### config.mk
export PLATFORM = sky130hd
export DESIGN_NAME = apu_mix_decimator_flat
export DESIGN_NICKNAME = d
export VERILOG_FILES = /design/src/rtl/apu_mix_decimator_if.sv /design/src/rtl/apu_mix_decimator.sv /design/src/flat_wrapper.sv
export SDC_FILE = /design/constraint.sdc
export NUM_CORES = 1
export LEC_CHECK = 0
export ABC_AREA = 1
export BUFFER_PORTS_ARGS = -buffer_cell sky130_fd_sc_hd__buf_4
export CORE_UTILIZATION = 38
export CTS_BUF_LIST = sky130_fd_sc_hd__clkbuf_2
export DETAILED_ROUTE_END_ITERATION = 10
export HOLD_SLACK_MARGIN = 0.03
export PLACE_DENSITY_LB_ADDON = 0.3
export SLEW_MARGIN = 15
export SYNTH_ARGS = -nofsm -noshare
export SYNTH_HDL_FRONTEND = slang
export SYNTH_SLANG_ARGS = --single-unit
### constraint.sdc
create_clock -name CLK -period 3.34 [get_ports CLK]
set_clock_uncertainty 0.1 [all_clocks]
set_input_delay 0.668 -clock CLK [delete_from_list [all_inputs] [get_ports CLK]]
set_output_delay 0.668 -clock CLK [all_outputs]
set_load 0.02 [all_outputs]
### src/rtl/apu_mix_decimator_if.sv
// PCM output stream of apu_mix_decimator: 16-bit sample with valid/ready handshake.
interface apu_mix_decimator_if;
  logic [15:0] pcm_data;
  logic        pcm_valid;
  logic        pcm_ready;

  modport master (output pcm_data, output pcm_valid, input pcm_ready);
  modport slave  (input pcm_data, input pcm_valid, output pcm_ready);
endinterface

### src/rtl/apu_mix_decimator.sv
// APU channel mixer: weighted mix, boxcar decimation by 2^DECIM_LOG2, PCM FIFO with sticky overrun.
// Define APU_DCBLOCK_EN to insert a registered DC-blocking high-pass stage before the FIFO.
module apu_mix_decimator #(
  parameter int DECIM_LOG2 = 5,
  parameter int FIFO_DEPTH = 4
) (
  input  logic                        CLK,
  input  logic                        n_RES,
  input  logic                        sample_en,
  input  logic [3:0]                  SQA,
  input  logic [3:0]                  SQB,
  input  logic [3:0]                  TRI,
  input  logic [3:0]                  RND,
  input  logic [6:0]                  DMC,
  apu_mix_decimator_if.master         pcm,
  output logic                        ovr,
  input  logic                        ovr_clr
);

  localparam int ACC_W = 12 + DECIM_LOG2;
  localparam int PTR_W = $clog2(FIFO_DEPTH);
  localparam int CNT_W = PTR_W + 1;

  logic [11:0]           mix_p1_q, mix_p1_d;
  logic                  vld_p1_q, vld_p1_d;
  logic [ACC_W-1:0]      acc_q, acc_d;
  logic [DECIM_LOG2-1:0] pcnt_q, pcnt_d;
  logic [ACC_W-1:0]      sum_p1;
  logic [11:0]           avg_p1;
  logic [15:0]           x_p1;
  logic                  last_p1;

  logic                  push;
  logic [15:0]           push_data;

  logic [15:0]           fifo_mem [FIFO_DEPTH];
  logic [PTR_W-1:0]      wr_ptr_q, wr_ptr_d;
  logic [PTR_W-1:0]      rd_ptr_q, rd_ptr_d;
  logic [CNT_W-1:0]      cnt_q, cnt_d;
  logic                  head_vld_q, head_vld_d;
  logic [15:0]           head_q, head_d;
  logic                  ovr_q, ovr_d;
  logic                  pop, full, push_ok, overrun, load, mem_nonempty;

`ifdef APU_DCBLOCK_EN
  logic [15:0]           x_p2_q, x_p2_d;
  logic                  vld_p2_q, vld_p2_d;
  logic [15:0]           xprev_q, xprev_d;
  logic signed [15:0]    yprev_q, yprev_d;
  logic signed [17:0]    x_p2_s, xprev_s, yprev_s, y_full_p2;
  logic signed [15:0]    y_sat_p2;

  function automatic logic signed [15:0] sat16(input logic signed [17:0] v);
    if (v > 18'sd32767)       return 16'sh7FFF;
    else if (v < -18'sd32768) return 16'sh8000;
    else                      return $signed(v[15:0]);
  endfunction
`endif

  always_comb begin
    // stage p1: mix registered on the strobe cycle
    mix_p1_d = mix_p1_q;
    vld_p1_d = sample_en;
    if (sample_en) begin
      mix_p1_d = 12'd25 * (12'(SQA) + 12'(SQB)) + 12'd28 * 12'(TRI)
               + 12'd16 * 12'(RND) + 12'd11 * 12'(DMC);
    end

    // stage p2: accumulate; the final pulse folds its mix into the average directly
    sum_p1  = acc_q + ACC_W'(mix_p1_q);
    avg_p1  = sum_p1[ACC_W-1:DECIM_LOG2];
    x_p1    = {1'b0, avg_p1, 3'b000};
    last_p1 = vld_p1_q && (pcnt_q == '1);
    acc_d   = acc_q;
    pcnt_d  = pcnt_q;
    if (vld_p1_q) begin
      pcnt_d = pcnt_q + 1'b1;
      acc_d  = last_p1 ? '0 : sum_p1;
    end

`ifdef APU_DCBLOCK_EN
    // stage p3: y[n] = x[n] - x[n-1] + y[n-1] - y[n-1]/256
    x_p2_d    = last_p1 ? x_p1 : x_p2_q;
    vld_p2_d  = last_p1;
    x_p2_s    = $signed({2'b00, x_p2_q});
    xprev_s   = $signed({2'b00, xprev_q});
    yprev_s   = $signed({{2{yprev_q[15]}}, yprev_q});
    y_full_p2 = x_p2_s - xprev_s + yprev_s - (yprev_s >>> 8);
    y_sat_p2  = sat16(y_full_p2);
    xprev_d   = vld_p2_q ? x_p2_q : xprev_q;
    yprev_d   = vld_p2_q ? y_sat_p2 : yprev_q;
    push      = vld_p2_q;
    push_data = $unsigned(y_sat_p2);
`else
    push      = last_p1;
    push_data = x_p1;
`endif

    // FIFO: head register counts as one of the FIFO_DEPTH entries
    pop          = head_vld_q && pcm.pcm_ready;
    full         = (cnt_q == CNT_W'(FIFO_DEPTH));
    push_ok      = push && (!full || pop);
    overrun      = push && full && !pop;
    mem_nonempty = (cnt_q != CNT_W'(head_vld_q));
    load         = (!head_vld_q || pop) && mem_nonempty;
    head_d       = load ? fifo_mem[rd_ptr_q] : head_q;
    head_vld_d   = load || (head_vld_q && !pop);
    rd_ptr_d     = rd_ptr_q + PTR_W'(load);
    wr_ptr_d     = wr_ptr_q + PTR_W'(push_ok);
    cnt_d        = cnt_q + CNT_W'(push_ok) - CNT_W'(pop);

    ovr_d = ovr_clr ? 1'b0 : ovr_q;
    if (overrun) ovr_d = 1'b1;
  end

  always_ff @(posedge CLK or negedge n_RES) begin
    if (!n_RES) begin
      mix_p1_q   <= '0;
      vld_p1_q   <= 1'b0;
      acc_q      <= '0;
      pcnt_q     <= '0;
      wr_ptr_q   <= '0;
      rd_ptr_q   <= '0;
      cnt_q      <= '0;
      head_vld_q <= 1'b0;
      head_q     <= '0;
      ovr_q      <= 1'b0;
    end else begin
      mix_p1_q   <= mix_p1_d;
      vld_p1_q   <= vld_p1_d;
      acc_q      <= acc_d;
      pcnt_q     <= pcnt_d;
      wr_ptr_q   <= wr_ptr_d;
      rd_ptr_q   <= rd_ptr_d;
      cnt_q      <= cnt_d;
      head_vld_q <= head_vld_d;
      head_q     <= head_d;
      ovr_q      <= ovr_d;
    end
  end

`ifdef APU_DCBLOCK_EN
  always_ff @(posedge CLK or negedge n_RES) begin
    if (!n_RES) begin
      x_p2_q   <= '0;
      vld_p2_q <= 1'b0;
      xprev_q  <= '0;
      yprev_q  <= '0;
    end else begin
      x_p2_q   <= x_p2_d;
      vld_p2_q <= vld_p2_d;
      xprev_q  <= xprev_d;
      yprev_q  <= yprev_d;
    end
  end
`endif

  always_ff @(posedge CLK) begin
    if (push_ok) fifo_mem[wr_ptr_q] <= push_data;
  end

  assign pcm.pcm_data  = head_q;
  assign pcm.pcm_valid = head_vld_q;
  assign ovr           = ovr_q;

endmodule

### src/flat_wrapper.sv
// flat-port wrapper written by rule: the top's interface ports become plain ports
module apu_mix_decimator_flat 
#(
  parameter int DECIM_LOG2 = 5,
  parameter int FIFO_DEPTH = 4
)
  (CLK, n_RES, sample_en, SQA, SQB, TRI, RND, DMC, ovr, ovr_clr, pcm_pcm_data, pcm_pcm_valid, pcm_pcm_ready);
  apu_mix_decimator_if pcm_i ();
  input  logic CLK;
  input  logic n_RES;
  input  logic sample_en;
  input  logic [3:0] SQA;
  input  logic [3:0] SQB;
  input  logic [3:0] TRI;
  input  logic [3:0] RND;
  input  logic [6:0] DMC;
  output logic ovr;
  input  logic ovr_clr;
  output wire logic [$bits(pcm_i.pcm_data)-1:0] pcm_pcm_data;
  output wire logic [$bits(pcm_i.pcm_valid)-1:0] pcm_pcm_valid;
  input wire logic [$bits(pcm_i.pcm_ready)-1:0] pcm_pcm_ready;
  assign pcm_pcm_data = pcm_i.pcm_data;
  assign pcm_pcm_valid = pcm_i.pcm_valid;
  assign pcm_i.pcm_ready = pcm_pcm_ready;
  apu_mix_decimator #(.DECIM_LOG2(DECIM_LOG2), .FIFO_DEPTH(FIFO_DEPTH)) u_core (.CLK(CLK), .n_RES(n_RES), .sample_en(sample_en), .SQA(SQA), .SQB(SQB), .TRI(TRI), .RND(RND), .DMC(DMC), .pcm(pcm_i), .ovr(ovr), .ovr_clr(ovr_clr));
endmodule
==> out/qor.csv <==
metric,value,unit
synth_simple_gate_area_share,18.2,%
total_power,8.64,mW
crit_type,primary input to flop,
avgRoutedWirePerCell,12.2,um
ys.flop_type,dfrtp_1,
crit_fanout,4,
setup_tns,-7.76,ns
io-pin-count,46,
drtPass1Iterations,4,
gp_congestion,0.842,
fmax,226,MHz
cp.arrival,4.85,ns
endpoint_kind,flop,
slowest_stage,fa_2,
cp_cell_sequence,"buf_6, ha_4, fa_2, xor2_4, fa_1, fa_1, fa_2, fa_1, fa_1, ha_4, nand3_2, nand2_2, nand4_1, nand2_1, nand2_1, nand3_1, nand2_1",
violations,setup timing,
synth_cell_types,39,
yosys-top-cells-count,"nand2_1 (156), inv_1 (112), nor2_1 (70)",
hp-class,primary input to flop,
async_reset_ff_share,53.8,%
cts_buffers,9,
synthMuxAreaShare,0,%
grt_pass1_wl,21500,um
final.period_utilization,132,%
clk_path_buf_depth,2,
ys_seq_elements,104,
drt-initial-drc-count,203,
hold_viol,0,
ys_seq_area_share,42.9,%
dieArea,18000,um^2
peakVddDrop,0.000887,V
nFillCells,1609,
synth_warnings,0,
fin_nets,916,
synth_top_family_by_area,adder cells,
drc,0,
core,16800,um^2
wl,12400,um
synth_xor_area_share,2.64,%
setup_viol,8,
start_util,39.4,%
crit_family,adder cells,
num_vias,4676,
slowest_delay,0.58,ns
tritoncts,yes,
critical_path_required,3.77,ns
dpl.hpwl,9190,um
synth_fa_ha_area_share,22.0,%
synth.cell_area,6630,um^2
syn_area_per_cell,9.31,um^2
track_usage,15.1,%
drv_cap,0,
power.density,1110,nW/um^2
diodes,0,
synth_largest_area_cell,edfxtp_1,
critPathMostFrequentCell,fa_1,
die_w,134,um
clkTransAtPathRegs,0.28,ns
antenna_found_initial,0,
grt_max_degree,57,
cp_num_buf_inv,1,
drive_gt1_share,18.3,%
final_antenna_net_count,0,
grt_pass1_vias,4626,
overflow,0,
p_leak,3.79,nW
synth_top_area_share,21.7,%
cts-root-buf,clkbuf_2,
fin_crit,4.42,ns
area_growth,17.9,%
worst_pin_slew,0.755,ns
synth.most_common_cell,nand2_1,
r2r_slack,1.09,ns
placementRows,47,
place_ws,-1.88,ns
vias_per_cell,4.59,
drv_slew,0,
synth_cells,712,
outcome,finished with violations,
rsz0062_at_grt,true,
start_kind,primary input,
cts_htree_levels,3,
insertion_delay,0.60,ns
cts_sinks,104,
synth_edf_count,48,
synth-compound-area-share,6.08,%
die_h,134,um
io_buffers,41,
slew_headroom,49.7,%
setup_ws,-1.08,ns
synth_area_leaders,"edfxtp_1 (22%), dfrtp_1 (21%), ha_1 (11%), fa_1 (11%), nand2_1 (8.8%)",
what timing repair did:
| action | in CTS | in global routing |
|---|---|---|
| pin swaps | 25 | 7 |
| gates resized for setup | 12 | 10 |
| buffers inserted | 2 | 3 |
| hold buffers | 1 | 0 |
| endpoints found under the hold margin | 56 | 0 |
| endpoints found under the setup margin | 8 | 8 |
flip-flops by register name, indices dropped and copies added (netlist names):
| signal | count |
|---|---|
| u_core.fifo_mem | 48 |
| u_core.wr_ptr_q | 2 |
| u_core.ovr | 1 |
| u_core.pcnt_q | 5 |
| u_core.vld_p1_q | 1 |
| u_core.cnt_q | 3 |
| u_core.rd_ptr_q | 2 |
| u_core.mix_p1_q | 12 |
| u_core.pcm.pcm_valid | 1 |
| u_core.pcm.pcm_data | 12 |
| u_core.acc_q | 17 |
stage by stage:
step / cell area, um^2 / hold slack [ns] / utilization [%] / instances
2_1_floorplan: 6770 / 0.272 / - / 715
4_1_cts: 7720 / 0.0516 / 45.9 / 1015
3_5_place_dp: 7530 / 0.362 / 44.8 / 996
5_1_grt: 7820 / 0.0672 / 46.5 / 1018
3_3_place_gp: 7530 / 0.352 / 44.8 / 996
6_report: 7820 / 0.107 / 46.5 / 1018
worst paths after layout:
| check | from | to | cells after the start |
|---|---|---|---|
| min in group asynchronous | n_RES | u_core.pcm.pcm_data[4] | 2 |
| max | SQA[0] | u_core.mix_p1_q[10] | 17 |
| max in group asynchronous | n_RES | u_core.acc_q[11] | 2 |
| max reg2reg | u_core.acc_q[0] | u_core.fifo_mem[1][11] | 9 |
| min | ovr_clr | u_core.ovr | 2 |
| min reg2reg | u_core.pcnt_q[3] | u_core.pcnt_q[3] | 1 |
routing by layer:
layer | global-route usage, % | wire length, um | vias up
met5 | 0 | 0 | -
met4 | 5.12 | 250 | 0
met3 | 2.23 | 338 | 18
met2 | 27.8 | 6250 | 76
met1 | 18.0 | 5530 | 2158
li1 | - | - | 2424
power by group:
part / internal (mW) / total, mW / switching (mW) / leakage (nW)
registers: 1.88 / 2.09 / 0.207 / 1.10
clock network: 0.181 / 0.620 / 0.438 / 0.0746
logic: 2.74 / 5.93 / 3.19 / 2.62
cell families after synthesis:
logic type,count (synthesis)
AND/OR/NAND/NOR,288
buffers and inverters,132
flip-flops,104
adder cells (fa/ha/maj),95
AO/OA/AOI/OAI,72
XOR/XNOR,20
other,1
layout by cell type (no fill, tap or decap), types with 4 or more instances in the layout:
| cell | instances |
|---|---|
| a21oi_1 | 13 |
| a31oi_1 | 12 |
| and2_1 | 9 |
| buf_4 | 82 |
| clkbuf_2 | 9 |
| conb_1 | 4 |
| dfrtp_1 | 56 |
| edfxtp_1 | 48 |
| fa_1 | 31 |
| fa_2 | 5 |
| ha_1 | 51 |
| ha_4 | 8 |
| inv_1 | 107 |
| inv_2 | 6 |
| nand2_1 | 154 |
| nand3_1 | 23 |
| nand3_2 | 5 |
| nand4_1 | 4 |
| nor2_1 | 70 |
| nor3_1 | 8 |
| o21ai_0 | 31 |
| xnor2_1 | 5 |
| xor2_1 | 12 |
layout make-up:
cell class | instances | area (um^2) | share of cell area, %
clock buffers | 9 | 45.0 | 0.576
clock inverters | 7 | 76.3 | 0.976
inverters | 113 | 424 | 5.43
multi-input cells | 479 | 3490 | 44.7
flip-flops and latches | 104 | 2840 | 36.4
well taps | 220 | 275 | 3.52
repair buffers | 86 | 659 | 8.44
(Power assumes the default switching activity.)
